## config.mk

```make
export PLATFORM = sky130hd
export DESIGN_NAME = code_word_arbiter
export DESIGN_NICKNAME = d
export VERILOG_FILES = /design/src/rtl/vend_pkg.sv /design/src/rtl/rr_pick.sv /design/src/rtl/code_word_arbiter.sv
export SDC_FILE = /design/constraint.sdc
export NUM_CORES = 1
export LEC_CHECK = 0
export CORE_AREA = 4 4 83 46
export CTS_CLUSTER_DIAMETER = 200
export DETAILED_ROUTE_END_ITERATION = 8
export DIE_AREA = 0 0 87 50
export PLACE_DENSITY_LB_ADDON = 0.1
export SLEW_MARGIN = 40
export SYNTH_ARGS = -nofsm -noshare
export SYNTH_HDL_FRONTEND = slang
export SYNTH_SLANG_ARGS = --single-unit
```

## constraint.sdc

```tcl
create_clock -name clk -period 2.7 [get_ports clk]
set_input_delay 0.405 -clock clk [delete_from_list [all_inputs] [get_ports clk]]
set_output_delay 0.405 -clock clk [all_outputs]
set_load 0.01 [all_outputs]
```

## src/rtl/vend_pkg.sv

```systemverilog
// Shared vending-machine definitions: FSM states, prefix byte, the code transform.
package vend_pkg;

    localparam int unsigned CODE_W = 8;
    localparam int unsigned WORD_W = 16;
    localparam int unsigned GID_W  = 2;
    localparam int unsigned GAP_W  = 4;

    localparam logic [CODE_W-1:0] PREFIX = 8'h88;

    typedef enum logic [1:0] {
        S_IDLE = 2'd0,
        S_SEND = 2'd1,
        S_GAP  = 2'd2
    } state_t;

    // The existing 8-to-16 code transform: prefix byte above the raw code.
    function automatic logic [WORD_W-1:0] code_xform(input logic [CODE_W-1:0] prefix,
                                                     input logic [CODE_W-1:0] code);
        return {prefix, code};
    endfunction

endpackage

```

## src/rtl/rr_pick.sv

```systemverilog
// Combinational round-robin selector.
//   req_valid  : per-requester request vector
//   last_grant : index granted most recently; search starts just above it
//   winner     : first valid index from last_grant+1 upward, modulo N_REQ
//   any_valid  : at least one request present
module rr_pick
    import vend_pkg::*;
#(
    parameter int unsigned N_REQ = 3
) (
    input  logic [N_REQ-1:0] req_valid,
    input  logic [GID_W-1:0] last_grant,
    output logic [GID_W-1:0] winner,
    output logic             any_valid
);

    localparam int unsigned IW = (N_REQ > 1) ? $clog2(N_REQ) : 1;

    int idx;

    // Rotating priority search; the first hit after last_grant wins.
    always_comb begin
        winner    = '0;
        any_valid = 1'b0;
        idx       = 0;
        for (int k = 1; k <= int'(N_REQ); k++) begin
            idx = (int'(last_grant) + k) % int'(N_REQ);
            if (!any_valid && req_valid[IW'(idx)]) begin
                any_valid = 1'b1;
                winner    = GID_W'(idx);
            end
        end
    end

endmodule

```

## src/rtl/code_word_arbiter.sv

```systemverilog
// Round-robin arbiter sharing the 8-to-16 code transform between requesters.
//   clk, reset : clock and synchronous active-high reset
//   req_valid  : per-requester code available
//   req_code   : packed codes, requester i at [8*i+7:8*i]
//   req_ready  : one-hot accept strobe (combinational, IDLE only)
//   out_word   : {PREFIX, captured code}, valid while out_valid
//   out_valid  : out_word presented to the sink
//   out_ready  : sink accepts out_word
//   grant_id   : requester whose word is in flight
//   busy       : high whenever not IDLE
module code_word_arbiter
    import vend_pkg::*;
#(
    parameter int unsigned N_REQ      = 3,
    parameter logic [7:0]  PREFIX     = vend_pkg::PREFIX,
    parameter int unsigned GAP_CYCLES = 2
) (
    input  logic                    clk,
    input  logic                    reset,
    input  logic [N_REQ-1:0]        req_valid,
    input  logic [CODE_W*N_REQ-1:0] req_code,
    output logic [N_REQ-1:0]        req_ready,
    output logic [WORD_W-1:0]       out_word,
    output logic                    out_valid,
    input  logic                    out_ready,
    output logic [GID_W-1:0]        grant_id,
    output logic                    busy
);

    state_t            state;
    logic [GAP_W-1:0]  gap_cnt;
    logic [GID_W-1:0]  last_grant;
    logic [GID_W-1:0]  winner;
    logic              any_valid;
    logic              accept;
    logic [CODE_W-1:0] sel_code;

    rr_pick #(.N_REQ(N_REQ)) u_pick (
        .req_valid  (req_valid),
        .last_grant (last_grant),
        .winner     (winner),
        .any_valid  (any_valid)
    );

    // Code of the current winner.
    always_comb begin
        sel_code = '0;
        for (int i = 0; i < int'(N_REQ); i++) begin
            if (winner == GID_W'(i)) begin
                sel_code = req_code[CODE_W*i +: CODE_W];
            end
        end
    end

    // Accept strobe is masked during reset so no requester sees a phantom accept.
    assign accept    = !reset && (state == S_IDLE) && any_valid;
    assign req_ready = accept ? (N_REQ'(1) << winner) : '0;

    // Arbitration FSM with registered outputs.
    always_ff @(posedge clk) begin
        if (reset) begin
            state      <= S_IDLE;
            out_valid  <= 1'b0;
            out_word   <= '0;
            grant_id   <= '0;
            busy       <= 1'b0;
            gap_cnt    <= '0;
            last_grant <= GID_W'(N_REQ - 1);
        end else begin
            case (state)
                S_IDLE: begin
                    if (any_valid) begin
                        out_word   <= code_xform(PREFIX, sel_code);
                        grant_id   <= winner;
                        last_grant <= winner;
                        out_valid  <= 1'b1;
                        busy       <= 1'b1;
                        state      <= S_SEND;
                    end
                end
                S_SEND: begin
                    if (out_ready) begin
                        out_valid <= 1'b0;
                        if (GAP_CYCLES == 0) begin
                            busy  <= 1'b0;
                            state <= S_IDLE;
                        end else begin
                            gap_cnt <= GAP_W'(GAP_CYCLES - 1);
                            state   <= S_GAP;
                        end
                    end
                end
                S_GAP: begin
                    if (gap_cnt == '0) begin
                        busy  <= 1'b0;
                        state <= S_IDLE;
                    end else begin
                        gap_cnt <= gap_cnt - GAP_W'(1);
                    end
                end
                default: begin
                    out_valid <= 1'b0;
                    busy      <= 1'b0;
                    state     <= S_IDLE;
                end
            endcase
        end
    end

endmodule

```

==> results.py, run 1 <==
metrics = {
    "synth": {
        "ys_ff_latch": 20,
        "ys_types": 39,
        "ys.warnings.count": 0,
        "ys_seq_area_frac": 0.310,
        "avgSynthCellArea_um2": 8.79,
        "postSynthCellCount": 147,
        "synthesis.area_mm2": 0.00129,
    },
    "power": {
        "p_comb_frac": 0.600,
        "p_sw_frac": 0.362,
        "p_per_area_mw_per_mm2": 981,
        "p_leak_nw": 0.788,
        "seq_power_share": 0.243,
        "power.total_mw": 1.91,
        "power.switching_mw": 0.690,
        "clkPwrFrac": 0.157,
        "vdd_drop_max_mv": 0.488,
        "intPower_mw": 1.22,
    },
    "setup_path": {
        "critPathLaunchType": "register",
        "cp.arrival_ns": 2.19,
        "max_stage_delay_ns": 0.40,
        "critPathKind": "reg2out",
        "worstPathRequired_ns": 2.30,
        "path_max_fanout": 6,
        "crit_path_cell_trace": "inv_1, ha_4, mux2i_2, o22ai_2, buf_4, or3_4, nand2_4, nor4_1, clkbuf_2",
        "cp-end-kind": "output port",
        "slowest_stage": "or3_4",
    },
    "timing": {
        "drv_slew": 0,
        "finalClockSkew_ns": 0.00321,
        "rsz0062_at_grt": "false",
        "hold_violations": 0,
        "tns_ns": 0,
        "clock.fmax_mhz": 386,
        "finalCriticalPeriod_ns": 2.59,
        "holdWs_ns": 0.459,
        "fin_crit_sh": 0.961,
        "finalSetupViolations": 0,
    },
    "layout": {
        "antenna_cells": 0,
        "drive_gt1_frac": 0.199,
        "final_common_cell": "clkdlybuf4s50_1",
        "finalNetCount": 241,
        "final_cell_mix": "clkdlybuf4s50_1, buf_4, dfxtp_1",
        "area_growth_pct": 50.4,
    },
    "route": {
        "antenna_left": 0,
        "viasPerCell": 4.93,
        "drt-initial-drc-count": 20,
        "wl_um": 3350,
        "wl_per_cell_um": 13.6,
        "drc_errors": 0,
        "firstDrtPassIters": 4,
        "vias": 1213,
    },
    "grt": {
        "grt_pass1_wl_um": 5380,
        "antenna_found_initial": 0,
        "grt_max_degree": 16,
        "grt_pass1_vias": 1157,
        "grt-ovfl-total": 0,
        "grt_usage": 0.155,
    },
    "clock_network": {
        "clock_latency_ns": 0.26,
        "numCtsBuffers": 3,
        "cts_tree": "yes",
        "clock-sinks": 20,
        "clkTransAtPathRegs_ns": 0.07,
        "cts_buffer_depth": 2,
        "ctsHtreeMaxLevel": 1,
        "clockRootBuffer": "clkbuf_8",
        "holdBufCountCts": 0,
    },
    "floorplan": {
        "core_mm2": 0.00300,
        "start_util": 0.431,
        "num_io_pins": 53,
        "fp.dieArea_mm2": 0.00435,
        "die_h_um": 50,
        "die_width_um": 87,
        "row_count": 14,
    },
    "hold_path": {
        "min_path_type": "reg2reg",
    },
    "placed_design": {
        "gp_congestion": 0.771,
        "dp.final_hpwl_um": 2640,
        "io_buffers": 46,
    },
    "outcome": {
        "status": "finished clean",
    },
    "job": {
        "timing.max_cap.violations": 0,
    },
}
[path summary, 6_finish.rpt]
path | endpoint | depth (start not counted) | slack (ns) | start
worst max-delay path | req_ready[0] | 9 | 0.11 | grant_id[0]$_SDFFE_PP0P_
worst max register to register | out_word[6]$_SDFFE_PP0P_ | 11 | 0.28 | grant_id[0]$_SDFFE_PP0P_
worst min-delay path | out_valid$_SDFFE_PP0P_ | 2 | 0.46 | out_valid$_SDFFE_PP0P_
worst min register to register | out_valid$_SDFFE_PP0P_ | 2 | 0.46 | out_valid$_SDFFE_PP0P_
[stage by stage]
| step | cell area (um2) | std cells | worst slack [ns] | utilization |
|---|---|---|---|---|
| 2_1_floorplan | 1310 | 152 | 0.227 | - |
| 3_3_place_gp | 1850 | 240 | -0.0921 | 0.618 |
| 3_5_place_dp | 1850 | 240 | -0.133 | 0.618 |
| 4_1_cts | 1950 | 245 | 0.0224 | 0.650 |
| 5_1_grt | 1940 | 246 | 0.0130 | 0.649 |
| 6_report | 1940 | 246 | 0.106 | 0.649 |
[Yosys cell counts]
library cell,count,share of area
dfxtp_1,20,0.31
nor2_1,15,0.044
nand3b_1,14,0.081
buf_4,10,0.058
inv_1,9,0.026
mux2i_1,9,0.070
a21oi_1,8,0.031
nand2_1,7,0.020
o221ai_2,6,0.070
ha_1,4,0.039
buf_2,3,0.012
clkbuf_1,3,0.0087
nand2b_1,3,0.015
nor4_1,3,0.015
a211o_1,2,0.014
a21o_1,2,0.012
mux2_1,2,0.017
nor3_1,2,0.0077
nor3b_1,2,0.012
o21ai_1,2,0.0077
o21bai_1,2,0.012
xnor2_1,2,0.014
a2111oi_0,1,0.0068
a211oi_1,1,0.0058
a21boi_1,1,0.0058
buf_6,1,0.0087
conb_1,1,0.0029
nand2_4,1,0.0087
nor2b_1,1,0.0048
o211ai_1,1,0.0058
o21a_1,1,0.0058
o21ai_0,1,0.0039
o21ai_2,1,0.0068
o22ai_1,1,0.0048
o22ai_2,1,0.0097
o32ai_1,1,0.0068
or3_1,1,0.0048
or3_4,1,0.0087
or3b_1,1,0.0068
[state kept, by name, indices dropped and copies added (netlist names)]
| register | flops |
|---|---|
| state | 2 |
| last_grant | 1 |
| grant_id | 2 |
| out_word | 9 |
| gap_cnt | 4 |
| out_valid | 1 |
| busy | 1 |
[routing by layer]
metal  track usage  part of all wire  vias up
li1              -                 -      623
met5             0                 0        -
met4        0.0233            0.0057        0
met1         0.192              0.44      568
met2         0.276              0.51       20
met3        0.0383             0.047        2
[power by group through the flow]
stage                     Combinational (mW)  Sequential [mW]  Clock [mW]
after floorplan                        0.598            0.502           0
after global placement                  1.09            0.462           0
after detailed placement                1.10            0.467           0
after CTS                               1.14            0.464       0.312
after global routing                    1.24            0.477       0.323
final                                   1.14            0.463       0.299
[repair_timing]
action,CTS,global route
endpoints found under the setup margin,3,3
resized for setup,8,6
pin swaps,1,0
setup buffers,1,1
[cell families after synthesis]
logic type,Yosys count,synth area share
other cells,1,0.00290
compound gates,32,0.207
xor+xnor,2,0.0136
fa+ha+maj,4,0.0387
buf+inv,26,0.113
simple gates,51,0.227
mux,11,0.0871
flops,20,0.310
[layout make-up]
cell class,count,area (um2)
inverter,9,33.8
tap,40,50.0
clock inverter,1,30.0
multi-input combinational,106,786
timing repair buffer,67,603
sequential,20,400
clock buffer,3,41.3
fill,269,1050
[critical path, delay by kind of cell, from the launching register on]
kind / cells / cell delay (ns)
DFF: 1 / 0.34
buffers and inverters: 3 / 0.38
AOI/OAI and AO/OA: 1 / 0.11
and+or+nand+nor: 3 / 0.56
adders and majority gates: 1 / 0.30
muxes: 1 / 0.23
(Power assumes the default switching activity.)
==> run 2, diff against run 1 <==
--- a/config.mk
+++ b/config.mk
@@ -5,12 +5,13 @@
 export SDC_FILE = /design/constraint.sdc
 export NUM_CORES = 1
 export LEC_CHECK = 0
-export CORE_AREA = 4 4 83 46
+export CORE_AREA = 4 4 82 46
 export CTS_CLUSTER_DIAMETER = 200
 export DETAILED_ROUTE_END_ITERATION = 8
-export DIE_AREA = 0 0 87 50
+export DIE_AREA = 0 0 86 50
 export PLACE_DENSITY_LB_ADDON = 0.1
 export SLEW_MARGIN = 40
 export SYNTH_ARGS = -nofsm -noshare
 export SYNTH_HDL_FRONTEND = slang
 export SYNTH_SLANG_ARGS = --single-unit
+export TNS_END_PERCENT = 1
==> constraint.sdc (replaced) <==
create_clock -name clk -period 3.3 [get_ports clk]
set_input_delay 0.495 -clock clk [delete_from_list [all_inputs] [get_ports clk]]
set_output_delay 0.495 -clock clk [all_outputs]
set_load 0.01 [all_outputs]
==> run 2 against run 1 <==
- critical path depth fell by 1
- via count fell by 4.8%
- worst hold slack got worse by 0.0029 ns
==> results.py, run 2 (synthesized netlist as in run 1, its figures left out) <==
metrics = {
    "layout": {
        "fin_cells": 230,
        "final_common_cell": "clkdlybuf4s50_1",
        "largest_reg_flops": 9,
        "final_cell_mix": "clkdlybuf4s50_1, dfxtp_1, nor2_1",
        "top_register": "out_word",
        "finalNetCount": 225,
        "area_growth_pct": 41.8,
        "drive_gt1_frac": 0.105,
        "antenna_cells": 0,
        "top_regs": "out_word (9), gap_cnt (4)",
    },
    "setup_path": {
        "cp.arrival_ns": 2.67,
        "cp-endpoint": "req_ready[0]",
        "worstPathRequired_ns": 2.80,
        "r2r_end": "out_word[4]$_SDFFE_PP0P_",
        "path_max_fanout": 13,
        "r2r_setup_slack_ns": 0.60,
        "critPathLaunchType": "register",
        "reg2regPathDepth": 9,
        "crit_start": "grant_id[0]$_SDFFE_PP0P_",
        "r2r_start": "grant_id[0]$_SDFFE_PP0P_",
        "critPathKind": "reg2out",
        "cp-end-kind": "output port",
    },
    "outcome": {
        "status": "finished clean",
    },
    "clock_network": {
        "clkTransAtPathRegs_ns": 0.08,
        "cts_buffer_depth": 2,
        "holdBufCountCts": 0,
        "ctsHtreeMaxLevel": 1,
        "clock-sinks": 20,
        "numCtsBuffers": 3,
        "clock_latency_ns": 0.26,
        "cts_tree": "yes",
        "clockRootBuffer": "clkbuf_8",
    },
    "route": {
        "viasPerCell": 5.02,
        "firstDrtPassIters": 4,
        "wl_per_cell_um": 13.5,
        "antenna_left": 0,
        "drt-initial-drc-count": 42,
        "vias": 1155,
        "wl_um": 3110,
        "drc_errors": 0,
    },
    "timing": {
        "tns_ns": 0,
        "fin_crit_sh": 0.959,
        "finalCriticalPeriod_ns": 3.16,
        "timing.final.ws_setup_ns": 0.136,
        "worstMarginPinSlew_ns": 0.506,
        "finalClockSkew_ns": 0.00294,
        "hold_violations": 0,
        "finalSetupViolations": 0,
        "clock.fmax_mhz": 316,
        "drv_slew": 0,
        "rsz0062_at_grt": "true",
        "maxSlewHeadroom": 0.662,
    },
    "grt": {
        "grt_usage": 0.150,
        "grt_pass1_wl_um": 5290,
        "grt_max_degree": 19,
        "antenna_found_initial": 0,
        "grt_pass1_vias": 1119,
        "grt-ovfl-total": 0,
    },
    "floorplan": {
        "start_util": 0.437,
        "fp.dieArea_mm2": 0.00430,
        "row_count": 14,
        "core_mm2": 0.00296,
        "num_io_pins": 53,
        "die_h_um": 50,
        "die_width_um": 86,
    },
    "placed_design": {
        "place_ws_ns": 0.229,
        "gp_congestion": 0.767,
        "io_buffers": 46,
        "placedCellCount": 226,
        "dp.final_hpwl_um": 2380,
    },
    "job": {
        "timing.max_cap.violations": 0,
    },
    "hold_path": {
        "min_path_cells": 2,
        "min_path_type": "reg2reg",
    },
    "power": {
        "p_per_area_mw_per_mm2": 779,
        "p_leak_nw": 0.741,
        "vdd_drop_max_mv": 0.305,
    },
}
[run 2: cell types whose count changed in the layout (fill, tap and decap cells not counted)]
cell             before  now
buf_4                21    5
clkbuf_2              3    0
clkdlybuf4s50_1      43   44
dlymetal6s2s_1        0    2
ha_2                  0    1
ha_4                  1    0
mux2i_1               8    9
mux2i_2               1    0
nor3b_1               1    2
nor3b_2               1    0
o21ai_2               1    0
o21ai_4               0    1
[run 2: metal layers]
layer	GRT usage	up-vias	routed length, um
li1	-	589	-
met4	0.0158	0	8
met2	0.262	23	1520
met3	0.0416	2	171
met1	0.191	541	1400
met5	0	-	0
[run 2: worst min-delay path by stage]
| stage | startpoint | endpoint | slack [ns] |
|---|---|---|---|
| global placement | out_valid$_SDFFE_PP0P_ | out_valid$_SDFFE_PP0P_ | 0.45 |
| floorplan | busy$_SDFFE_PP0P_ | busy$_SDFFE_PP0P_ | 0.48 |
| CTS | out_valid$_SDFFE_PP0P_ | out_valid$_SDFFE_PP0P_ | 0.46 |
| detailed placement | out_valid$_SDFFE_PP0P_ | out_valid$_SDFFE_PP0P_ | 0.45 |
| finish | out_valid$_SDFFE_PP0P_ | out_valid$_SDFFE_PP0P_ | 0.46 |
| global route | busy$_SDFFE_PP0P_ | busy$_SDFFE_PP0P_ | 0.48 |
[run 2: cell type report]
cell class | instances | area, um2
Clock inverter | 1 | 30.0
Sequential cell | 20 | 400
Multi-Input combinational cell | 106 | 774
Tap cell | 40 | 50.0
Timing Repair Buffer | 51 | 503
Clock buffer | 3 | 41.3
Fill cell | 265 | 1130
Inverter | 9 | 33.8
[run 2: where the power goes]
| part | switching [mW] | internal, mW |
|---|---|---|
| clock | 0.0856 | 0.162 |
| combinational | 0.401 | 0.402 |
| sequential | 0.0516 | 0.327 |
[run 2: worst max-delay path, cell delays in order, from the launching register on]
cell             delay [ns]
dfxtp_1                0.38
inv_1                  0.08
ha_2                   0.39
mux2i_1                0.22
o22ai_2                0.14
or3_4                  0.45
nand2_4                0.16
nor4_1                 0.07
clkdlybuf4s50_1        0.51
[run 2: what timing repair did]
item                                   in CTS  in global routing
buffers inserted                            0                  0
resized for setup                           0                  4
endpoints found under the hold margin       0                  0
setup endpoints to repair                   0                  3
[run 2: through the flow]
| stage | utilization | instance area [um2] | hold slack (ns) | power, mW |
|---|---|---|---|---|
| 2_1_floorplan | - | 1310 | 0.481 | 0.900 |
| 3_3_place_gp | 0.590 | 1750 | 0.445 | 1.17 |
| 3_5_place_dp | 0.590 | 1750 | 0.450 | 1.18 |
| 4_1_cts | 0.614 | 1820 | 0.461 | 1.43 |
| 5_1_grt | 0.619 | 1830 | 0.485 | 1.53 |
| 6_report | 0.619 | 1830 | 0.456 | 1.43 |
==> run 3, diff against run 2 <==
--- a/config.mk
+++ b/config.mk
@@ -9,6 +9,7 @@
 export CTS_CLUSTER_DIAMETER = 200
 export DETAILED_ROUTE_END_ITERATION = 8
 export DIE_AREA = 0 0 86 50
+export GPL_ROUTABILITY_DRIVEN = 0
 export PLACE_DENSITY_LB_ADDON = 0.1
 export SLEW_MARGIN = 40
 export SYNTH_ARGS = -nofsm -noshare
==> results of run 3 <==
Same layout as run 2: the final DEF is identical, and so are final timing and power.
